===== src/rtl/rv_pkg.sv =====
`default_nettype none
// ============================================================================
// Package  : rv_pkg
// Brief    : Shared integer-core constants and register-address type.
// Revision : 1.0 - initial release
// ============================================================================
package rv_pkg;

    localparam int XLEN = 32;
    localparam int NREG = 32;

    typedef logic [4:0] regaddr_t;

endpackage
`default_nettype wire


===== src/rtl/u_sb_cnt.sv =====
`default_nettype none
// ============================================================================
// Module   : u_sb_cnt
// Brief    : Saturating up/down pending-write counter with over/underflow flag.
// Revision : 1.0 - initial release
// ============================================================================
module u_sb_cnt
    import rv_pkg::*;
#(
    parameter int CNTW = 3   // must be >= 2
) (
    input  logic            clk,
    input  logic            rstn,
    input  logic            i_inc,
    input  logic            i_dec,
    input  logic            i_kill,
    output logic [CNTW-1:0] o_cnt,
    output logic            o_err
);

    logic [CNTW-1:0] r_cnt;
    logic [2:0]      w_delta;
    logic [CNTW+1:0] w_sum;
    logic            w_over;
    logic            w_under;

    // Net change lies in [-2, +1]; two guard bits expose both overflow and underflow.
    assign w_delta = {2'b00, i_inc} - {2'b00, i_dec} - {2'b00, i_kill};
    assign w_sum   = {2'b00, r_cnt} + {{(CNTW-1){w_delta[2]}}, w_delta};
    assign w_under = w_sum[CNTW+1];
    assign w_over  = w_sum[CNTW] & ~w_sum[CNTW+1];

    always_ff @(posedge clk or negedge rstn) begin
        if (!rstn) begin
            r_cnt <= '0;
        end else if (w_under) begin
            r_cnt <= '0;
        end else if (!w_over) begin
            r_cnt <= w_sum[CNTW-1:0];
        end
    end

    assign o_cnt = r_cnt;
    assign o_err = w_over | w_under;

endmodule
`default_nettype wire


===== src/rtl/u_rf_sb.sv =====
`default_nettype none
// ============================================================================
// Module   : u_rf_sb
// Brief    : Two-read/one-write register file with write-through bypass and a
//            per-register pending-write scoreboard driving the decode stall.
// Revision : 1.0 - initial release
// ============================================================================
module u_rf_sb
    import rv_pkg::*;
#(
    parameter int NREG = 32,
    parameter int CNTW = 3
) (
    input  logic        clk,
    input  logic        rstn,
    input  logic [4:0]  rs1_a,
    input  logic [4:0]  rs2_a,
    input  logic        rs1_re,
    input  logic        rs2_re,
    output logic [31:0] rf_rs1_o,
    output logic [31:0] rf_rs2_o,
    input  logic        rf_rd_e,
    input  logic [4:0]  rf_rd_a,
    input  logic [31:0] rf_rd_i,
    input  logic        issue_e,
    input  logic [4:0]  issue_a,
    input  logic        flush0,
    output logic        stall,
    output logic        sb_err
);

    logic [XLEN-1:0] r_regs [NREG];
    logic            r_last_v;
    regaddr_t        r_last_a;
    logic            r_sb_err;

    logic [31:0]     w_busy;
    logic [31:0]     w_err;
    logic            w_stall;
    logic            w_accept;
    logic [XLEN-1:0] w_rs1;
    logic [XLEN-1:0] w_rs2;

    assign w_accept = issue_e & ~w_stall;

    always_ff @(posedge clk or negedge rstn) begin
        if (!rstn) begin
            for (int i = 0; i < NREG; i++) begin
                r_regs[i] <= '0;
            end
        end else if (rf_rd_e && (rf_rd_a != '0) && (int'(rf_rd_a) < NREG)) begin
            r_regs[rf_rd_a] <= rf_rd_i;
        end
    end

    always_comb begin
        w_rs1 = '0;
        if ((rs1_a != '0) && (int'(rs1_a) < NREG)) begin
            w_rs1 = (rf_rd_e && (rf_rd_a == rs1_a)) ? rf_rd_i : r_regs[rs1_a];
        end
    end

    always_comb begin
        w_rs2 = '0;
        if ((rs2_a != '0) && (int'(rs2_a) < NREG)) begin
            w_rs2 = (rf_rd_e && (rf_rd_a == rs2_a)) ? rf_rd_i : r_regs[rs2_a];
        end
    end

    // Bypass data must not leak out while the file is held in reset.
    assign rf_rs1_o = rstn ? w_rs1 : '0;
    assign rf_rs2_o = rstn ? w_rs2 : '0;

    generate
        for (genvar r = 0; r < 32; r++) begin : g_reg
            if ((r > 0) && (r < NREG)) begin : g_cnt
                logic [CNTW-1:0] w_cnt;
                logic            w_dec;
                logic            w_inc;
                logic            w_kill;

                assign w_inc  = w_accept & (issue_a == regaddr_t'(r));
                assign w_dec  = rf_rd_e & (rf_rd_a == regaddr_t'(r));
                assign w_kill = flush0 & r_last_v & (r_last_a == regaddr_t'(r));

                u_sb_cnt #(.CNTW(CNTW)) u_cnt (
                    .clk    (clk),
                    .rstn   (rstn),
                    .i_inc  (w_inc),
                    .i_dec  (w_dec),
                    .i_kill (w_kill),
                    .o_cnt  (w_cnt),
                    .o_err  (w_err[r])
                );

                // Last outstanding write landing this cycle is served by the bypass.
                assign w_busy[r] = (w_cnt != '0) & ~(w_dec & (w_cnt == CNTW'(1)));
            end else begin : g_none
                assign w_busy[r] = 1'b0;
                assign w_err[r]  = 1'b0;
            end
        end
    endgenerate

    assign w_stall = (rs1_re & w_busy[rs1_a]) | (rs2_re & w_busy[rs2_a]);
    assign stall   = w_stall;

    always_ff @(posedge clk or negedge rstn) begin
        if (!rstn) begin
            r_last_v <= 1'b0;
            r_last_a <= '0;
            r_sb_err <= 1'b0;
        end else begin
            r_last_v <= w_accept & ~flush0;
            r_last_a <= issue_a;
            r_sb_err <= r_sb_err | (|w_err);
        end
    end

    assign sb_err = r_sb_err;

endmodule
`default_nettype wire


===== config.mk =====
export PLATFORM = sky130hd
export DESIGN_NAME = u_rf_sb
export DESIGN_NICKNAME = d
export VERILOG_FILES = /design/src/rtl/rv_pkg.sv /design/src/rtl/u_sb_cnt.sv /design/src/rtl/u_rf_sb.sv
export SDC_FILE = /design/constraint.sdc
export NUM_CORES = 2
export LEC_CHECK = 0
export BUFFER_PORTS_ARGS = -buffer_cell sky130_fd_sc_hd__buf_2
export CAP_MARGIN = 20
export CORE_MARGIN = 2
export CORE_UTILIZATION = 69
export CTS_CLUSTER_SIZE = 20
export DETAILED_ROUTE_END_ITERATION = 12
export PLACE_DENSITY = 0.86
export SYNTH_ARGS = -nofsm -noshare
export SYNTH_HDL_FRONTEND = slang
export SYNTH_HIERARCHICAL = 1
export SYNTH_SLANG_ARGS = --single-unit

===== constraint.sdc =====
create_clock -name clk -period 7.15 [get_ports clk]
set_input_delay 0.3575 -clock clk [delete_from_list [all_inputs] [get_ports clk]]
set_output_delay 0.3575 -clock clk [all_outputs]
set_load 0.01 [all_outputs]

Word-level counts from Yosys, hierarchy flattened

Index checks and enable logic that the tools add are counted.

Register bits after elaboration: 1124

Add/sub/neg operators: 93
Order comparisons: 6
Eq/ne operators: 157
Muxes and demuxes: 81
Bitwise operators: 291
Reductions and logical operators: 39

Operator list:

| cell                                                                    | number |
|---|---|
| 1024-bit bitwise mux                                                    | 1 |
| 32-bit two-way mux                                                      | 11 |
| 32-bit binary-select mux with 5-bit select                              | 2 |
| 5-bit == test, second input constant                                    | 48 |
| 1-bit AND                                                               | 191 |
| 3-bit two-way mux                                                       | 62 |
| 32-bit demux with 5-bit select                                          | 1 |
| 4-bit by 3-bit adder with 5-bit output                                  | 31 |
| 5-bit by 4-bit == test with 1-bit output, second input constant         | 24 |
| 3-bit by 1-bit == test with 1-bit output, second input constant         | 31 |
| 3-bit nonzero test                                                      | 31 |
| 3-bit by 1-bit subtractor with 3-bit output                             | 31 |
| 1-bit inverter                                                          | 64 |
| 2-bit by 1-bit inequality test with 1-bit output, second input constant | 31 |
| 1-bit by 1-bit subtractor with 2-bit output                             | 31 |
| 5-bit by 3-bit == test with 1-bit output, second input constant         | 12 |
| 1-bit bitwise OR                                                        | 33 |
| 31-bit OR reduction                                                     | 1 |
| 5-bit by 2-bit == test with 1-bit output, second input constant         | 6 |
| 6-bit greater-or-equal comparator, second input constant                | 3 |
| 5-bit inverter with 6-bit output                                        | 3 |
| 5-bit by 1-bit == test with 1-bit output, second input constant         | 3 |
| 5-bit nonzero test                                                      | 3 |
| 5-bit by 6-bit < comparator with 1-bit output, second input constant    | 2 |
| 5 further kinds                                                         | 11 |

Logic depth before layout (Yosys ltp)

Depth after elaboration: 20
Depth in mapped cells: 22
Mapped depth without buffers: 19

Hierarchy

Netlist, hierarchy kept.

Modules (own cells, without submodules):

| module   | times used | cells an instance | area an instance (um2) | sequential area each (um2) |
|---|---|---|---|---|
| u_rf_sb  | 1          | 4168              | 56634.3                | 25799.7 |
| u_sb_cnt | 31         | 45                | 410.4                  | 75.1 |

Worst setup path before layout

OpenSTA, ideal clock, no wires.

Kind: input to register
From: input rf_rd_a[2]
To: register r_sb_err (netlist: sb_err)
Library setup time: 0.127 ns
Arrival time: 4.618 ns
Data required time: 7.023 ns
Path slack: 2.404 ns
Cell stages on the path: 20
Path buffers: 2
Cell sequence: buf_6 > nor4b_4 > nand2_4 > a2111oi_2 > o32ai_1 > o211ai_2 > o2111ai_2 > clkbuf_1 > nor4_1 > inv_1 > ha_1 > inv_1 > ha_1 > fa_1 > and3b_1 > nor4_4 > or3_1 > nor4_1 > nand4_1 > or2_2

Cells in the longest elaborated chain, start to end: 20
Elaborated cells on any way between the ends: 383

Ends and longest elaborated chain:

| what                                                                   | line           | RTL |
|---|---|---|
| start, declared                                                        | u_rf_sb.sv:23  | `input logic [4:0] rf_rd_a,` |
| 5-bit by 1-bit == test with 1-bit output, or another cell as far along | u_rf_sb.sv:83  | `assign w_dec = rf_rd_e & (rf_rd_a == regaddr_t'(r));` |
| 1-bit AND                                                              | u_rf_sb.sv:83  |  |
| 1-bit AND                                                              | u_rf_sb.sv:97  | `assign w_busy[r] = (w_cnt != '0) & ~(w_dec & (w_cnt == CNTW'(1)));` |
| 1-bit inverter                                                         | u_rf_sb.sv:97  |  |
| 1-bit AND                                                              | u_rf_sb.sv:97  |  |
| 1-bit binary-select mux with 5-bit select                              | u_rf_sb.sv:105 | `assign w_stall = (rs1_re & w_busy[rs1_a]) \| (rs2_re & w_busy[rs2_a]);` |
| 1-bit two-way mux (implied by the code)                                | u_rf_sb.sv:105 |  |
| 1-bit AND                                                              | u_rf_sb.sv:105 |  |
| (+4 left out)                                                          | -              |  |
| via g_reg[28].g_cnt.w_inc                                              | u_rf_sb.sv:79  | `logic w_inc;` |
| (+1 left out)                                                          | -              |  |
| 3-bit by 1-bit subtractor with 3-bit output (*)                        | u_sb_cnt.sv:28 | `assign w_delta = {2'b00, i_inc} - {2'b00, i_dec} - {2'b00, i_kill};` |
| 4-bit by 3-bit adder with 5-bit output (*)                             | u_sb_cnt.sv:29 | `assign w_sum = {2'b00, r_cnt} + {{(CNTW-1){w_delta[2]}}, w_delta};` |
| 1-bit inverter                                                         | u_sb_cnt.sv:31 | `assign w_over = w_sum[CNTW] & ~w_sum[CNTW+1];` |
| 1-bit AND                                                              | u_sb_cnt.sv:31 |  |
| 1-bit bitwise OR (*)                                                   | u_sb_cnt.sv:44 | `assign o_err = w_over \| w_under;` |
| via w_err[28]                                                          | u_rf_sb.sv:38  | `logic [31:0] w_err;` |
| 31-bit OR reduction (*)                                                | u_rf_sb.sv:116 | `r_sb_err <= r_sb_err \| (\|w_err);` |
| 1-bit bitwise OR (*)                                                   | u_rf_sb.sv:116 |  |
| end signal, assigned                                                   | u_rf_sb.sv:116 |  |
| end, declared                                                          | u_rf_sb.sv:35  | `logic r_sb_err;` |

The timed path passes the listed nets; every way through them passes the cells marked *. The select of a mux whose other input is x is not followed.
A chain may end at the register's enable or synchronous reset.

Final worst setup path

From: input rf_rd_a[0]
To: register r_sb_err (netlist: sb_err)

Cells in the longest elaborated chain, start to end: 20
Elaborated cells on any way between the ends: 383

Ends and longest elaborated chain:

| what                                                                   | line |
|---|---|
| 5-bit by 1-bit == test with 1-bit output, or another cell as far along | u_rf_sb.sv:83 |
| 1-bit AND                                                              | u_rf_sb.sv:83 |
| 1-bit AND                                                              | u_rf_sb.sv:97 |
| 1-bit inverter                                                         | u_rf_sb.sv:97 |
| 1-bit AND                                                              | u_rf_sb.sv:97 |
| 1-bit binary-select mux with 5-bit select                              | u_rf_sb.sv:105 |
| 1-bit two-way mux (implied by the code)                                | u_rf_sb.sv:105 |
| 1-bit AND                                                              | u_rf_sb.sv:105 |
| (+4 left out)                                                          | - |
| via g_reg[27].g_cnt.w_inc                                              | u_rf_sb.sv:79 |
| (+1 left out)                                                          | - |
| 3-bit by 1-bit subtractor with 3-bit output (*)                        | u_sb_cnt.sv:28 |
| 4-bit by 3-bit adder with 5-bit output (*)                             | u_sb_cnt.sv:29 |
| 1-bit inverter                                                         | u_sb_cnt.sv:31 |
| 1-bit AND                                                              | u_sb_cnt.sv:31 |
| 1-bit bitwise OR (*)                                                   | u_sb_cnt.sv:44 |
| via w_err[27]                                                          | u_rf_sb.sv:38 |
| 31-bit OR reduction (*)                                                | u_rf_sb.sv:116 |
| 1-bit bitwise OR (*)                                                   | u_rf_sb.sv:116 |

Marks and branches as above.

==> metrics.txt <==
Post-Layout Cell Count 6,855; root buffer cell clkbuf_16; period utilization 0.849; status complete, no violations; reg2reg setup slack between 1000 and 1500 ps; unrepaired setup endpoints after global routing false; Worst EP arrival between 6000 and 7000 ps; setup TNS 0 ps; Top Ports 125; PortBufs around 120; die height approximately 320 µm; mapped cell area about 0.069 mm²; clk_lat worst skew around 740 ps; Routed WL 212 mm; total track usage 0.421; Most used DFF post-synth dfrtp_1; pin count of the biggest net entering global routing around 200; Antenna Nets Post-Route 0; area of the multi-input gates 0.0381 mm²; met3 WL 28.8 mm; dpl hpwl approximately 120 mm; Setup crit start kind input port; Reg clk slew, reported paths approximately 70 ps; Final Hold Fails 0; Inst Count DP roughly 6.6k; FF+latch area 0.0281 mm²; Async S/R FF share, synth 1.00; worst hold path depth 3; DRC 0; Critical Path RT approximately 7800 ps; Layout Nets approximately 5.8k; WL met1 approximately 70 mm; critical path capture point type flop; WS Path Type input port to flop; maxcap violations 0; grt total ovfl 0; top layer in use met5; Pwr Density roughly 310 mW/mm²; Fillers 5,805; #FFs+latches synth roughly 1.1k; Setup Skew approximately 16 ps; Die Wd ~320 µm; initial core utilization 0.695; DR iter-0 viols 6,878; Bufs on Longest Clock Path 3; Std-Cell Core Area roughly 0.1 mm²; Seq/Total Area, Yosys 0.406; slew margin rel. 0.162; commonest non-fill, non-tap cell in the layout dfrtp_1; Synth cell types 70; Mapped Nets 5,901; Synth Area per Inst about 12 µm²; Max Freq 165 MHz; DRT Pass-1 Iters 6; initial antenna violation count 11; via count between 50k and 60k; hold crit path type input port to flop; post-route cell area 0.0749 mm²; Post-Syn Instances between 5k and 6k; Worst Tran Pin Value around 1200 ps; reg2reg path depth 19; Pins Over Slew Limit 0; via-per-instance ratio around 7.4; H-tree Lvls 3; critical path peak fanout 26; RePlAce Congestion about 1; vias in the first global route roughly 53k; clk sink count 1,124; number of post-CTS setup repair buffers 0; share of cells above drive strength 1 0.353; Post-synth EDFFs 0; routed length per placed instance roughly 31 µm; CTS buffer count roughly 110; final setup fails 0; die area ~0.1 mm²; placed instance area 0.0708 mm²; Leakage roughly 33 nW; met2 wire len approximately 95 mm; CTS tree done; # rows 116; global-route wire length before repair 322 mm; synth warn 6; worst vdd ir ~250 µV; most frequent cells in the layout dfrtp_1, mux2_2, nand2_1, mux4_2, inv_1; area grow syn2layout 8.01%; final critical-path required period approximately 6100 ps
-- worst max-delay path, stage by stage --
cell and delay (ps):
buf_2 250, nor2b_1 650, buf_4 260, nand2_4 50, a2111oi_0 510, nor3_1 190
nor4_1 320, nand2_1 290, buf_4 340, nor4_1 480, inv_1 100, ha_1 240
inv_1 90, ha_1 190, fa_1 500, and3b_1 350, nor4_4 80, or3_1 330
nor4_1 610, nand4_1 180, or2_2 310
-- Yosys cell counts (all sizes together), types with 3 or more instances --
cell     count  area share
and3b       32      0.0040
and2b       31      0.0034
a2111oi     23      0.0030
nand4       37      0.0033
buf        109      0.0073
inv        394       0.021
or2          8     0.00072
o22ai        3     0.00027
xnor2       33      0.0042
mux4       640        0.21
a21oi       99      0.0071
clkinv       5     0.00027
nand3b      35      0.0038
a211oi      41      0.0044
a31oi       40      0.0064
mux2i       32      0.0046
or4          3     0.00032
xor2         8      0.0010
o31ai       32      0.0096
ha         217       0.039
nor3        16      0.0012
nand2      780       0.043
nand2b      44      0.0040
or3         32      0.0029
nor4b        7      0.0011
clkbuf     337       0.018
o41ai        5     0.00063
and4b        3     0.00043
mux2       768        0.12
nand3      134      0.0097
dfrtp     1124        0.41
nor2b        7     0.00063
o21ai      131      0.0095
a21boi      34      0.0037
nor2       158      0.0087
nor4        77       0.014
fa          62       0.018
-- path summary, 6_finish.rpt --
check / from / end
max: rf_rd_a[0] / sb_err
max reg2reg: g_reg[19].g_cnt.u_cnt/o_cnt[1] / sb_err
min reg2reg: r_regs[995] / r_regs[995]
min: rf_rd_i[12] / r_regs[364]
max in group asynchronous: rstn / r_regs[38]
min in group asynchronous: rstn / g_reg[27].g_cnt.u_cnt/o_cnt[1]
-- registers in the layout (all words and copies together) (netlist names) --
register             count
r_last_a                 5
r_regs                1024
g.g_cnt.u_cnt/o_cnt     93
r_last_v                 1
sb_err                   1
-- stage by stage --
step	utilization	hold WS, ps	power (W)	setup slack, ps
CTS	0.749	73.2	0.0233	1280
global route	0.750	118	0.0245	842
finish	0.750	110	0.0235	1080
detailed placement	0.709	297	0.0168	551
floorplan	-	61.9	0.0148	2400
global placement	0.709	287	0.0163	675
-- timing repair --
item / in CTS / in global routing
resized for setup: 0 / 0
hold endpoints to repair: 46 / 0
hold buffers: 8 / 0
-- cell type report --
class | instances | area share
inverters | 399 | 0.0200
diodes | 7 | 0.000234
flip-flops and latches | 1124 | 0.375
multi-input cells | 3594 | 0.509
clock buffers | 154 | 0.0431
repair buffers | 223 | 0.0212
well taps | 1298 | 0.0217
clock inverters | 56 | 0.00982
-- power by group --
group / internal [W] / switching, W / total [W] / leakage, nW
sequential: 0.00767 / 0.00122 / 0.00889 / 14.5
combinational: 0.00398 / 0.00423 / 0.00821 / 16.9
clock: 0.00371 / 0.00270 / 0.00641 / 1.97
total: 0.0154 / 0.00815 / 0.0235 / 33.4
-- cell families after synthesis --
kind of cell / synth area share
adder cells (fa/ha/maj): 0.0570
AND/OR/NAND/NOR: 0.101
AO/OA/AOI/OAI: 0.0465
flip-flops: 0.406
XOR/XNOR: 0.00518
buffers and inverters: 0.0471
multiplexers: 0.337
-- routing by layer --
metal	global-route usage	up-vias
li1	-	20065
met1	0.534	25504
met2	0.623	4013
met3	0.136	1147
met4	0.284	8
met5	0	-
Note: power is estimated with default switching activity, not from simulation.
